### config.mk
export PLATFORM = sky130hd
export DESIGN_NAME = soma_sinal_acumulador
export DESIGN_NICKNAME = d
export VERILOG_FILES = /design/src/rtl/soma_sinal_acumulador.sv
export SDC_FILE = /design/constraint.sdc
export NUM_CORES = 1
export LEC_CHECK = 0
export CORE_ASPECT_RATIO = 2
export CORE_MARGIN = 2
export CORE_UTILIZATION = 50
export DETAILED_ROUTE_END_ITERATION = 7
export GPL_ROUTABILITY_DRIVEN = 0
export GPL_TIMING_DRIVEN = 0
export PLACE_DENSITY = 0.91
export SLEW_MARGIN = 15
export SYNTH_ARGS = -nofsm -noshare
export SYNTH_HDL_FRONTEND = slang
export SYNTH_SLANG_ARGS = --single-unit
export TNS_END_PERCENT = 10
### constraint.sdc
create_clock -name clk -period 8.4 [get_ports clk]
set_clock_uncertainty 0.1 [all_clocks]
set_input_delay 1.26 -clock clk [delete_from_list [all_inputs] [get_ports clk]]
set_output_delay 1.26 -clock clk [all_outputs]
set_load 0.01 [all_outputs]
### src/rtl/soma_sinal_acumulador.sv
// Registered mixed-signedness adder with wrap/saturate modes and accumulator.
// Ports: clk, rst (sync, active-high); operand side entrada_a/entrada_b,
//   sinal_a/sinal_b/sinal_saida, codigo, entrada_valida/entrada_pronta;
//   result side saida/estouro, saida_valida/saida_pronta.
module soma_sinal_acumulador #(
   parameter int LARGURA_A = 8,
   parameter int LARGURA_B = 4,
   parameter int LARGURA_S = 8
) (
   input  logic                 clk,
   input  logic                 rst,
   input  logic [LARGURA_A-1:0] entrada_a,
   input  logic [LARGURA_B-1:0] entrada_b,
   input  logic                 sinal_a,
   input  logic                 sinal_b,
   input  logic                 sinal_saida,
   input  logic [1:0]           codigo,
   input  logic                 entrada_valida,
   output logic                 entrada_pronta,
   output logic [LARGURA_S-1:0] saida,
   output logic                 estouro,
   output logic                 saida_valida,
   input  logic                 saida_pronta
);

   // Two guard bits hold any exact sum of two S+1-bit signed values.
   localparam int W = LARGURA_S + 2;

   typedef enum logic {VAZIO, CHEIO} estado_t;

   estado_t estado, estado_prox;

   logic [LARGURA_S-1:0] acumulador;
   logic [W-1:0]         ext_a, ext_b, ext_acc, parcela, soma;
   logic [LARGURA_S-1:0] satur, resultado;
   logic                 fora;
   logic                 xfer_in, xfer_out;

   assign entrada_pronta = !saida_valida || saida_pronta;
   assign xfer_in  = entrada_valida && entrada_pronta;
   assign xfer_out = saida_valida && saida_pronta;
   assign saida_valida = (estado == CHEIO);

   always_comb begin
      ext_a = sinal_a
         ? {{(W-LARGURA_A){entrada_a[LARGURA_A-1]}}, entrada_a}
         : {{(W-LARGURA_A){1'b0}}, entrada_a};
      ext_b = sinal_b
         ? {{(W-LARGURA_B){entrada_b[LARGURA_B-1]}}, entrada_b}
         : {{(W-LARGURA_B){1'b0}}, entrada_b};
      // Accumulator is reinterpreted under the current result signedness.
      ext_acc = sinal_saida
         ? {{(W-LARGURA_S){acumulador[LARGURA_S-1]}}, acumulador}
         : {{(W-LARGURA_S){1'b0}}, acumulador};
      parcela = (codigo == 2'b10) ? ext_acc : ext_b;
      soma    = ext_a + parcela;
   end

   // Signed fits when the top bits down to the result MSB all agree;
   // unsigned fits when everything above the result width is zero.
   always_comb begin
      if (sinal_saida) begin
         fora = !((&soma[W-1:LARGURA_S-1]) || !(|soma[W-1:LARGURA_S-1]));
         satur = soma[W-1] ? {1'b1, {(LARGURA_S-1){1'b0}}}
                           : {1'b0, {(LARGURA_S-1){1'b1}}};
      end else begin
         fora  = |soma[W-1:LARGURA_S];
         satur = soma[W-1] ? '0 : '1;
      end
      resultado = (codigo == 2'b01 && fora) ? satur : soma[LARGURA_S-1:0];
   end

   always_comb begin
      estado_prox = estado;
      unique case (estado)
         VAZIO: if (xfer_in) estado_prox = CHEIO;
         CHEIO: if (xfer_out && !xfer_in) estado_prox = VAZIO;
         default: estado_prox = VAZIO;
      endcase
   end

   always_ff @(posedge clk) begin
      if (rst) begin
         estado <= VAZIO;
      end else begin
         estado <= estado_prox;
      end
   end

   always_ff @(posedge clk) begin
      if (rst) begin
         saida      <= '0;
         estouro    <= 1'b0;
         acumulador <= '0;
      end else if (xfer_in) begin
         saida   <= resultado;
         estouro <= fora;
         if (codigo[1]) acumulador <= resultado;
      end
   end

endmodule
* Word level (Yosys, flattened, before mapping)
Cells that the tools add are included.
** Storage, ports and cells
- Register bits :: 18
- Output and inout port bits :: 11
** Cells by class
- Add/subtract/negate cells :: 1
- Eq/ne operators :: 2
- Multiplexer cells :: 12
- Bitwise operators :: 1
- Reductions and logical operators :: 14
** Operator list (count)
- $mux 10 :: 4
- $mux 8 :: 4
- $add 10x10->10 :: 1
- $logic_and 1x1->1 :: 4
- $logic_not 1->1 :: 4
- $mux 1 :: 3
- $reduce_and 3->1 :: 1
- $reduce_or 3->1 :: 1
- $eq 2x1->1 const B :: 1
- $eq 2x2->1 const B :: 1
- $logic_or 1x1->1 :: 2
- $pmux 1 s2 :: 1
- $reduce_and 2->1 :: 1
- $reduce_or 2->1 :: 1
- $not 1->1 :: 1

* Logic depth before layout (Yosys ltp)
Gate-level depths: netlist of the first run.
- Depth after elaboration :: 10
- Gate-level depth with buffers :: 16
- Depth with buffers taken out :: 15

* Worst setup path after synthesis of the first run
OpenSTA, ideal clock, no wires.
- Path type :: input-to-reg
- From :: input port codigo[1]
- To :: register saida[3]
- Library setup time :: 0.103 ns
- Arrival :: 4.133 ns
- Data required time :: 8.197 ns
- Slack :: 4.064 ns
- Stages on the path :: 13
- Buffers on the path :: 2
- Cell sequence :: clkbuf_1 nand2_1 and3_1 a21o_1 ha_1 a21oi_4 nand3_1 or3_1 o311a_1 a2111o_1 and2_4 buf_6 a2111oi_2
** Between the ends
- Longest elaborated chain between the ends :: 10
** Ends and longest elaborated chain
- start: declaration :: line 17 : input logic [1:0] codigo,
- $eq 2x2->1 :: line 55 : parcela = (codigo == 2'b10) ? ext_acc : ext_b;
- $mux 10 :: line 55
- $add 10x10->10 :: line 56 : soma = ext_a + parcela;
- $reduce_or 3->1 :: line 63 : fora = !((&soma[W-1:LARGURA_S-1]) || !(|soma[W-1:LARGURA_S-1]));
- $logic_not 1->1 :: line 63
- $logic_or 1x1->1 :: line 63
- $logic_not 1->1 :: line 63
- $mux 1 :: line 62 : if (sinal_saida) begin
- $logic_and 1x1->1 :: line 70 : resultado = (codigo == 2'b01 && fora) ? satur : soma[LARGURA_S-1:0];
- $mux 8 * :: line 70
- end signal: assignment :: line 96 : saida <= resultado;
- end: declaration :: line 20 : output logic [LARGURA_S-1:0] saida,
Every way passes the cells marked *; elsewhere a longest branch is shown, timed or not.
A chain may end at the register's enable or synchronous reset.

* Final worst setup path of the first run
Same ends and word-level chain as after synthesis.

==> summary.txt, run 1 <==
Yosys
  – Synth area leaders: dfxtp_1 (26%), ha_1 (12%), nand2_1 (7.6%), a21oi_1 (6.1%), a2111oi_2 (5.4%)
  – Top cells by count, synth: nand2_1 (28), dfxtp_1 (18), a21oi_1 (17), nor2_1 (17), ha_1 (13)
  – Count of cell types in the netlist: 39
  – Post-synth EDFFs: 0
  – Synth Area per Inst: between 7 and 8 sq um
  – Area leader, netlist: dfxtp_1
  – Syn Std Cell Area: ~1400 sq um
  – Ys async rst share: 0
  – Top FF cell, synth: dfxtp_1
  – Mapped Cells: around 170
  – Synth warn: 0
  – Share of the synthesized area in the top cell type: 0.260
  – Most frequent cell after synthesis: nand2_1
  – Number of synthesized register bits: 18
  – Sequential fraction of the synthesis area: 0.260
  – Mapped Nets: between 200 and 250

Layout
  – Diode count: 0
  – Area of the multi-input gates: between 900 and 1000 sq um
  – Fin area: 1780 sq um
  – Area growth from synthesis to layout: 28.0%
  – Fillcell total: 252
  – Share of layout cells above drive strength 1: 0.0625
  – Sequential cell area: 360 sq um
  – Post-layout nets: 245

Power and ir drop
  – Pleak: approximately 0.76 nW
  – Maximum VDD drop: slightly below 0.00009 V
  – Pwr dens: about 150 nW/um^2

Critical path
  – Crit Path Category: in2reg
  – Worst Setup Start Kind: primary input
  – R2R depth: 11
  – Reg2reg start: acumulador[0]
  – CP required: 8.44 ns
  – Critical path capture point type: flop
  – Crit path max fanout: 10
  – Worst EP arrival: 5.21 ns
  – Crit path from: codigo[1]

Global route
  – Total GRT Usage: 0.237
  – Global Route met2 Usage: 0.453
  – Top Usage Layer GRT: met2
  – Initial antenna violation count: 0
  – GR Util met3: 0.00282
  – Total gr overflow: 0
  – Largest net degree at the start of global routing: 11
  – First-pass GRT wire length: 5520 um
  – Vias in the first global route: about 1,400
  – M1 GR Usage: 0.220

STA
  – Slew margin rel.: 0.611
  – Final setup fails: 0
  – Setup TNS: 0 ns
  – Max Clk Rate: a little under 0.2 GHz
  – Slew Viols, Final: 0
  – RSZ-0062 raised after global routing: no
  – Slew @ Worst Pin: 0.582 ns
  – Min Tclk post-route: between 5 and 6 ns
  – Final Hold Fails: 0
  – Fin crit share: 0.616

Place
  – Placed instance area: 1730 sq um
  – Final HPWL DP: 2830 um
  – # port buffers: 31

CTS
  – Worst skew pair latency: 0.26 ns
  – Root Buffer: clkbuf_8
  – Post-CTS Setup Bufs: 0
  – Clock Tree Buf Depth: 2
  – Clock slew at reported path FFs: 0.07 ns
  – CTS buffer count: 3
  – Hold buffers post-CTS: 0
  – CTS tree: built
  – Sink Count: 18
  – H-tree level count: 1
  – Resized cells post-CTS: 0

Hold path
  – Hold Crit Class: reg2reg
  – Hold Crit Start: estouro
  – Hold Path Stages: 2

Detailed routing
  – DR WL/cell: between 10 and 15 um
  – Antenna-violating nets left: 0
  – Routed via count: around 1,400
  – Drt drc: 0
  – DRT iter0 DRCs: 40
  – Vias per cell: about 6.0
  – Total Wirelength: approximately 3400 um
  – 1st-pass router iterations: 4

Die
  – # rows: 27
  – Die Y: 78.5 um
  – Die width: between 40 and 50 um
  – I/O Pins: 32
  – Initial Utilization: 0.513
  – DIE AREA: roughly 3200 sq um
  – Core area: 2700 sq um

Status
  – Outcome: completed

Job
  – Max-Cap Viols: 0
[final timing paths]
kind / to / slack [ns]
worst max-delay path: saida[3] / 3.22
worst min-delay path: estouro / 0.36
worst max register to register: saida[0] / 5.19
worst min register to register: estouro / 0.36
[cell type report]
type | count | share of cell area
multi-input cells | 143 | 0.547
repair buffers | 31 | 0.175
flip-flops and latches | 18 | 0.203
inverters | 7 | 0.0148
plain buffers | 6 | 0.0169
well taps | 29 | 0.0204
clock buffers | 3 | 0.0233
[sequential cells by signal, summed over array words and instances (netlist names)]
signal and flops:
estouro 1, saida_valida 1, saida 8, acumulador 8
[cells by family after synthesis]
kind of cell | Yosys count | share of synthesized area
compound gates | 49 | 0.283
xor+xnor | 6 | 0.0379
fa+ha+maj | 14 | 0.132
buf+inv | 13 | 0.0406
flops | 18 | 0.260
simple gates | 74 | 0.247
[layer usage]
layer / share of wire / up-vias
met5: 0 / -
met1: 0.36 / 681
li1: - / 696
met4: 0.035 / 0
met3: 0.021 / 9
met2: 0.59 / 34
[placed cells by master, fill, tap and decap left out, types with 2 or more instances in the layout]
cell type	instances
nand3_1	12
o21bai_1	2
a2111oi_2	5
a21o_1	7
and2_1	2
ha_1	13
xnor2_1	6
clkbuf_8	3
a211o_1	3
nand2_1	28
inv_1	7
a211oi_1	2
clkbuf_1	4
a21oi_1	17
nor2_1	17
nor3b_1	5
nand2b_1	3
clkdlybuf4s50_1	31
dfxtp_1	18
or3_1	2
[through the flow]
step / setup slack (ns) / utilization / hold slack (ns) / std cells / total power, mW
finish: 3.22 / 0.657 / 0.361 / 237 / 0.270
global route: 2.98 / 0.657 / 0.386 / 237 / 0.285
CTS: 3.25 / 0.657 / 0.360 / 237 / 0.270
detailed placement: 3.00 / 0.642 / 0.351 / 234 / 0.211
global placement: 3.10 / 0.642 / 0.343 / 234 / 0.207
floorplan: 4.06 / - / 0.337 / 174 / 0.172
[critical path: stages]
cell,delay (ns)
clkdlybuf4s50_1,0.49
clkbuf_1,0.35
inv_1,0.12
nor2_1,0.47
nand2_1,0.11
nand2_1,0.08
ha_1,0.18
fa_1,0.24
a211oi_1,0.12
o21bai_1,0.16
a21oi_1,0.12
o41a_1,0.40
a2111o_1,0.47
and2_4,0.17
buf_6,0.13
a2111oi_2,0.34
[where the power goes]
| part | total [mW] | internal (mW) | switching, mW | leakage, nW |
|---|---|---|---|---|
| registers | 0.0984 | 0.0941 | 0.00426 | 0.148 |
| clock network | 0.0612 | 0.0319 | 0.0292 | 0.0216 |
| logic | 0.111 | 0.0537 | 0.0571 | 0.595 |
| total | 0.270 | 0.180 | 0.0906 | 0.765 |
Power figures use the tool's default switching activity.
==> run 2: changes to the inputs <==
clock period = 5.3 ns   (was 8.4 ns; I/O delays follow)
==> results of run 2 <==
Same layout as run 1 (identical final DEF). Status: completed.
Main changes from that run: setup slack after placement 3.00 ns -> 0.367 ns; setup slack after layout 3.22 ns -> 0.589 ns; register-to-register setup slack 5.19 ns -> 2.09 ns; total power 0.270 mW -> 0.428 mW; worst IR drop on VDD 0.0000880 V -> 0.000139 V
==> run 3: changes to the inputs <==
ABC_AREA = 1   (was default)
PLACE_DENSITY = 0.9   (was 0.91)
SKIP_CTS_REPAIR_TIMING = 1   (was default)
==> run 3 against run 2 <==
Hold slack better by 0.024 ns. Critical path depth is 5 higher. Register-to-register slack gained 0.39 ns. Cell area rose by 5.0%. Count of clock-buffer cells in the layout did not move. Sequential power barely moved. Sequential share of layout area fell by 0.97 points. Synthesized cell count grew 43%. Core utilization decreased by 1.6 points. Non-clock buffer count down 2. Highest routed layer unchanged. Critical path type unchanged. Combinational power grew 9%. Via count up 6.7%.
==> summary.txt, run 3 <==
Yosys
  – Synth Area per Inst: 5.99 sq um
  – Synth warn: 0
  – Mapped Cells: between 200 and 250
  – Synth area leaders: dfxtp_1 (24%), nand2_1 (18%), inv_1 (13%), ha_1 (11%), nand3_1 (9.1%)
  – Post-synth EDFFs: 0
  – Top cells by count, synth: nand2_1 (72), inv_1 (52), nand3_1 (27), nor2_1 (22), dfxtp_1 (18)
  – Top FF cell, synth: dfxtp_1
  – Syn Std Cell Area: 1490 sq um
  – Mapped Nets: between 200 and 300
  – Share of the synthesized area in the top cell type: 0.243
  – Count of cell types in the netlist: 22
  – Most frequent cell after synthesis: nand2_1
  – Ys async rst share: 0
  – Sequential fraction of the synthesis area: 0.243
  – Number of synthesized register bits: 18
  – Area leader, netlist: dfxtp_1

STA
  – Setup TNS: 0 ns
  – Max Clk Rate: about 0.26 GHz
  – Final Hold Fails: 0
  – Final setup fails: 0
  – Slew @ Worst Pin: a little over 0.4 ns
  – Min Tclk post-route: 3.89 ns
  – Fin crit share: 0.733
  – Slew Viols, Final: 0
  – Worst hold margin: around 0.39 ns
  – RSZ-0062 raised after global routing: no
  – Slew margin rel.: 0.729

Global route
  – Vias in the first global route: roughly 1,600
  – Total gr overflow: 0
  – Total GRT Usage: 0.209
  – First-pass GRT wire length: about 5600 um
  – Largest net degree at the start of global routing: 11
  – Initial antenna violation count: 0

Place
  – Placed instance area: approximately 1800 sq um
  – Final HPWL DP: between 2000 and 3000 um
  – Placed insts: about 310
  – # port buffers: 30

Layout
  – Share of layout cells above drive strength 1: 0.0391
  – Fillcell total: roughly 280
  – Fin area: approximately 1900 sq um
  – Fin cells: between 300 and 400
  – Diode count: 0
  – Area of the multi-input gates: 898 sq um
  – Most frequent cells in the layout: nand2_1 (72), inv_1 (52), clkdlybuf4s50_1 (30)
  – Final Util: 0.641
  – Sequential cell area: about 360 sq um
  – Area growth from synthesis to layout: 25.5%
  – Post-layout nets: roughly 320
  – Top Registers: acumulador: 8 flops, saida: 8 flops
  – Most common cell after layout, fill and taps aside: nand2_1

Power and ir drop
  – Pleak: between 1 and 1.5 nW
  – Clock power share: 0.216
  – Switching portion of total power: 0.359
  – Logic pwr share: 0.432
  – Pwr dens: 237 nW/um^2
  – Int Power: 0.283 mW
  – Psw: around 0.16 mW
  – Sequential power share: 0.352
  – Maximum VDD drop: about 0.00023 V

Critical path
  – Crit path from: codigo[1]
  – R2R depth: 19
  – Critical path capture point type: flop
  – Crit path max fanout: 10
  – Worst Setup Start Kind: primary input
  – Crit Path Category: in2reg
  – Worst EP arrival: around 3.9 ns
  – CP required: about 5.4 ns
  – Reg2reg start: acumulador[7]

Die
  – DIE AREA: 3450 sq um
  – Initial Utilization: 0.511
  – Core area: ~2900 sq um
  – # rows: 28
  – Die Y: 81.1 um
  – Die width: 42.5 um
  – I/O Pins: 32

CTS
  – Clock slew at reported path FFs: 0.06 ns
  – CTS buffer count: 3
  – H-tree level count: 1
  – CTS tree: built
  – Sink Count: 18
  – Root Buffer: clkbuf_8
  – Worst skew pair latency: 0.25 ns
  – Clock Tree Buf Depth: 2

Detailed routing
  – DRT iter0 DRCs: 18
  – 1st-pass router iterations: 4
  – Vias per cell: ~4.9
  – Antenna-violating nets left: 0
  – Total Wirelength: 3300 um
  – DR WL/cell: 10.6 um
  – Routed via count: around 1,500
  – Drt drc: 0

Hold path
  – Hold Crit Class: reg2reg
  – Hold Path Stages: 2
  – Hold Crit Start: estouro

Status
  – Outcome: completed

Job
  – Max-Cap Viols: 0
[run 3: metal layers]
metal | up-vias | GRT usage | share of wire
met5 | - | 0 | 0
met4 | 0 | 0.153 | 0.021
met3 | 7 | 0.0156 | 0.020
met2 | 24 | 0.432 | 0.59
met1 | 661 | 0.170 | 0.37
li1 | 823 | - | -
[run 3: through the flow]
step                      power, mW  setup WS, ns
after floorplan               0.287          2.05
after global placement        0.343          1.17
after detailed placement      0.347          1.15
after CTS                     0.443          1.42
after global routing          0.473          1.09
final                         0.442          1.41
[run 3: path summary, 6_finish.rpt]
kind	endpoint	slack (ns)
worst min-delay path	estouro	0.39
worst min register to register	estouro	0.39
worst max register to register	acumulador[3]	2.48
worst max-delay path	acumulador[3]	1.41
[run 3: logic make-up after synthesis]
family / share of synthesized area
muxes: 0.00674
xor gates and xnor gates: 0.0295
buffers and inverters: 0.152
AOI/OAI and AO/OA: 0.0783
DFF: 0.243
adders and majority gates: 0.123
and+or+nand+nor: 0.367
[run 3: power groups by stage]
stage | combinational, mW | sequential [mW] | clock, mW
after detailed placement | 0.189 | 0.158 | 0
after floorplan | 0.125 | 0.162 | 0
after global placement | 0.185 | 0.158 | 0
after global routing | 0.217 | 0.157 | 0.0998
after CTS | 0.191 | 0.156 | 0.0968
final | 0.191 | 0.155 | 0.0954
[run 3: layout make-up]
| class | count | share of cell area |
|---|---|---|
| tap | 30 | 0.0201 |
| multi-input combinational | 172 | 0.482 |
| sequential | 18 | 0.193 |
| timing repair buffer | 30 | 0.161 |
| inverter | 53 | 0.107 |
| clock buffer | 3 | 0.0221 |
| buffer | 5 | 0.0148 |
[run 3: critical path: stages]
cell and delay, ns:
clkdlybuf4s50_1 0.52, nand2_1 0.14, clkbuf_1 0.23, o21ai_0 0.25
inv_1 0.09, ha_1 0.31, nand2_1 0.13, inv_1 0.05
nand2_1 0.06, nand2_1 0.05, nand2_1 0.08, nand4_1 0.11
nand2_1 0.11, inv_1 0.06, ha_1 0.17, or2_2 0.30
nand3_2 0.13, buf_6 0.15, nand3_1 0.09, nand2_1 0.07
inv_1 0.04
==> RTL edit 1: new RTL, config.mk and constraints of run 2 <==
Put one more register stage on the output `estouro`, cleared by the reset. The value now appears one clock later. The other outputs are not delayed to match.
--- a/src/rtl/soma_sinal_acumulador.sv
+++ b/src/rtl/soma_sinal_acumulador.sv
@@ -29,2 +29,4 @@
    typedef enum logic {VAZIO, CHEIO} estado_t;
+
+   logic estouro_s0;
 
@@ -92,3 +94,3 @@
          saida      <= '0;
-         estouro    <= 1'b0;
+         estouro_s0 <= 1'b0;
          acumulador <= '0;
@@ -96,3 +98,3 @@
          saida   <= resultado;
-         estouro <= fora;
+         estouro_s0 <= fora;
          if (codigo[1]) acumulador <= resultado;
@@ -101,2 +103,10 @@
 
+   always_ff @(posedge clk) begin
+      if (rst) begin
+         estouro <= '0;
+      end else begin
+         estouro <= estouro_s0;
+      end
+   end
+
 endmodule
Check against the original RTL: not equivalent (Yosys sat finds a counterexample within 4 cycles, from zero or initial values and one cycle with rst high).
==> RTL edit 1 against run 2 <==
Worst setup slack improved by 480 ps. Highest routed layer unchanged. Total power increased by 5.2%. Wire length increased by 4.6%. Register-to-register slack improved by 280 ps. Die area increased by 8.6%. Design area increased by 7.5%. Sequential cell count increased by 1. Sequential share of layout area decreased by 0.37 points. Area after synthesis increased by 9.3%. Maximum frequency increased by 11%. Non-clock buffer count increased by 1. Largest power group unchanged.
==> RTL edit 1: results (changes against run 2) <==
multi_input_area_share_pct: 56.6  # was 54.7%
placed_area_sq_mm: 0.00186  # was 0.00173 sq mm
met3_demand_to_capacity_share_in_global_routing_pct: 1.54  # was 0.282%
synth.cells.most_frequent: "sky130_fd_sc_hd__nand2_1 (28), sky130_fd_sc_hd__dfxtp_1 (19), sky130_fd_sc_hd__nor2_1 (18), sky130_fd_sc_hd__a21oi_1 (16), sky130_fd_sc_hd__ha_1 (13)"  # was sky130_fd_sc_hd__nand2_1 (28), sky130_fd_sc_hd__dfxtp_1 (18), sky130_fd_sc_hd__a21oi_1 (17), sky130_fd_sc_hd__nor2_1 (17), sky130_fd_sc_hd__ha_1 (13)
final_layout_size_suffix_gt1_share_pct: 12.8  # was 6.25%
setup.reg_to_reg.worst_slack_ps: 2370  # was 2090 ps
area.share.sequential_pct: 19.9  # was 20.3%
seq_cells: 19  # was 18
met3WireLength_um: 82  # was 71 um
synthesis.instances: 183  # was 174
critical_path.endpoint: "saida[1]$_SDFFE_PP0P_"  # was saida[3]$_SDFFE_PP0P_
dp.cells: 244  # was 234
avgRoutedWirePerCell_um: 14.2  # about the same
grt_pass1_wl_mm: 5.99  # was 5.52 mm
post_synth_mux_area_share_pct: 0.660  # was 0%
fmax_mhz: 236  # was 212 MHz
totalWireLength_mm: 3.51  # was 3.36 mm
finish.net_count: 254  # was 245
vias_per_cell: 5.75  # was 5.99
synth-adder-area-share_pct: 12.0  # was 13.2%
global_route.usage.total_pct: 22.5  # was 23.7%
n_all_inverters: 3  # was 7
dp_hpwl_mm: 2.92  # was 2.83 mm
max_fo_critical_path: 7  # was 10
place_ws_ps: 846  # was 367 ps
gr-usage-met2_pct: 45.6  # was 45.3%
area_added_between_synthesis_and_finish_pct: 25.9  # was 28.0%
status: "finished, final reports clean"  # unchanged
ys_seq_area_share_pct: 25.1  # was 26.0%
clock_buffers: 4  # was 3
routedLengthMet1_mm: 1.25  # was 1.20 mm
worst_hold_path.endpoint: "estouro_s0$_SDFFE_PP0P_"  # was estouro$_SDFFE_PP0P_
cpPeakStageDelay_ps: 600  # was 490 ps
grt.met1_usage_pct: 20.4  # was 22.0%
hold_start: "estouro_s0$_SDFFE_PP0P_"  # was estouro$_SDFFE_PP0P_
grt_pass1_vias: 1438  # was 1,382
multi_input_gate_count: 154  # was 143
signal_buffer_area_fraction_pct: 18.5  # was 19.2%
fp-row-count: 28  # was 27
number_of_fill_cells: 265  # was 252
r2r-start: "acumulador[6]$_SDFFE_PP0P_"  # was acumulador[0]$_SDFFE_PP0P_
synth_xor_area_share_pct: 4.04  # was 3.79%
leakage_nw: 0.833  # was 0.765 nW
postSynthNetCount: 218  # was 209
met2_length_mm: 2.03  # was 1.97 mm
post_synth_num_cell_types: 49  # was 39
synth_compound_gate_area_share_pct: 23.1  # was 28.3%
non_clock_buffer_count: 38  # was 37
drtIter0Drc: 39  # was 40
RTL edit 1: cell count changes in the layout (fill, tap and decap cells not counted), moves of 3 or more:
| cell | run 2 | this run |
|---|---|---|
| sky130_fd_sc_hd__nor4_2 | 0 | 4 |
| sky130_fd_sc_hd__a2111oi_2 | 5 | 0 |
| sky130_fd_sc_hd__nor3b_1 | 5 | 0 |
| sky130_fd_sc_hd__nand3_1 | 12 | 6 |
| sky130_fd_sc_hd__inv_1 | 7 | 3 |
| sky130_fd_sc_hd__nand3b_1 | 0 | 5 |
| sky130_fd_sc_hd__nor4_1 | 0 | 3 |
| sky130_fd_sc_hd__nor3_1 | 1 | 6 |
| sky130_fd_sc_hd__o211ai_1 | 0 | 5 |
RTL edit 1: report_power, final:
part	internal, W	total (W)	switching [W]
Combinational	0.0000884	0.000184	0.0000958
Clock	0.0000536	0.000103	0.0000492
Sequential	0.000157	0.000164	0.00000654
==> RTL edit 2: new RTL, flow settings as in run 2 <==
Without the edit above. The parameter `LARGURA_A` goes from 8 to 10.
--- a/src/rtl/soma_sinal_acumulador.sv
+++ b/src/rtl/soma_sinal_acumulador.sv
@@ -5,3 +5,3 @@
 module soma_sinal_acumulador #(
-   parameter int LARGURA_A = 8,
+   parameter int LARGURA_A = 10,
    parameter int LARGURA_B = 4,
Ports: changed (resized entrada_a); port bits go from 32 to 34. The function was not compared with the original's and may differ.
==> RTL edit 2 against run 2 <==
Sequential cell count did not move. Worst setup slack improved by 340 ps. Design area is 0.56% lower. Via count shrank 8.1%. Clock power shrank 3.0%. Total power down 2.4%. Wire length is 0.30% higher. Maximum frequency grew 7.8%. Synthesized cell count down 9.8%. Global-route usage fell by 0.13 points. Area after synthesis down 0.72%.
==> RTL edit 2: results (changes against run 2) <==
status: "finished, final reports clean"  # unchanged
leakage_nw: 0.768  # was 0.765 nW
cpPeakStageDelay_ps: 510  # was 490 ps
grt_pass1_vias: 1305  # was 1,382
vias_per_cell: 5.93  # was 5.99
finish.net_count: 230  # was 245
drtIter0Drc: 41  # was 40
placed_area_sq_mm: 0.00172  # was 0.00173 sq mm
ys_seq_area_share_pct: 26.2  # was 26.0%
layout.cells.non_filler: 220  # was 237
dp_hpwl_mm: 2.74  # was 2.83 mm
timing.hold.ws_ps: 366  # was 361 ps
post_synth_main_area_contributors: "sky130_fd_sc_hd__dfxtp_1 (26%), sky130_fd_sc_hd__ha_1 (12%), sky130_fd_sc_hd__nand2_1 (6.5%)"  # was sky130_fd_sc_hd__dfxtp_1 (26%), sky130_fd_sc_hd__ha_1 (12%), sky130_fd_sc_hd__nand2_1 (7.6%)
dp.cells: 217  # was 234
global_route.usage.total_pct: 23.6  # was 23.7%
synthDominantCellAreaShare_pct: 26.2  # was 26.0%
synth.cells.most_frequent: "sky130_fd_sc_hd__nand2_1 (24), sky130_fd_sc_hd__dfxtp_1 (18), sky130_fd_sc_hd__ha_1 (13), sky130_fd_sc_hd__nor2_1 (11), sky130_fd_sc_hd__a21oi_1 (10)"  # was sky130_fd_sc_hd__nand2_1 (28), sky130_fd_sc_hd__dfxtp_1 (18), sky130_fd_sc_hd__a21oi_1 (17), sky130_fd_sc_hd__nor2_1 (17), sky130_fd_sc_hd__ha_1 (13)
postSynthNetCount: 194  # was 209
post_synth_num_cell_types: 40  # was 39
min_period_ps: 4370  # was 4710 ps
endpoint_of_the_worst_slack_reg_to_reg_timing_path: "saida[1]$_SDFFE_PP0P_"  # was saida[0]$_SDFFE_PP0P_
max_fo_critical_path: 10  # unchanged
final_layout_size_suffix_gt1_share_pct: 6.81  # was 6.25%
worst_skew_pair.late_latency_ps: 250
synth_area_per_cell_sq_um: 8.77  # was 7.97 sq um
crit_path_start: "codigo[0]"  # was codigo[1]
grt_pass1_wl_mm: 5.48  # was 5.52 mm
## RTL edit 2: cells by family after synthesis
| logic type | synth area share, % |
|---|---|
| AO/OA/AOI/OAI | 27.0 |
| XOR/XNOR | 4.45 |
| adder cells (fa/ha/maj) | 13.3 |
| buffers and inverters | 4.09 |
| flip-flops | 26.2 |
| multiplexers | 2.91 |
| AND/OR/NAND/NOR | 22.2 |
## RTL edit 2: layout make-up
type	count	area (sq um)
Multi-Input combinational cell	130	961
Fill cell	232	937
Sequential cell	18	360
Timing Repair Buffer	31	310
Buffer	6	45.0
Clock buffer	3	41.3
Tap cell	29	36.3
Inverter	3	11.3
## RTL edit 2: power breakdown
part	internal (W)	leakage (nW)	switching, W
clock	0.0000505	0.0216	0.0000436
combinational	0.0000843	0.598	0.0000821
sequential	0.000149	0.148	0.00000805
total	0.000284	0.768	0.000134
## RTL edit 2: metal layers
metal / wire length [um] / GRT usage [%]
met1: 1270 / 24.9
met5: 0 / 0
met4: 78 / 11.9
met3: 85 / 2.54
met2: 1930 / 41.4
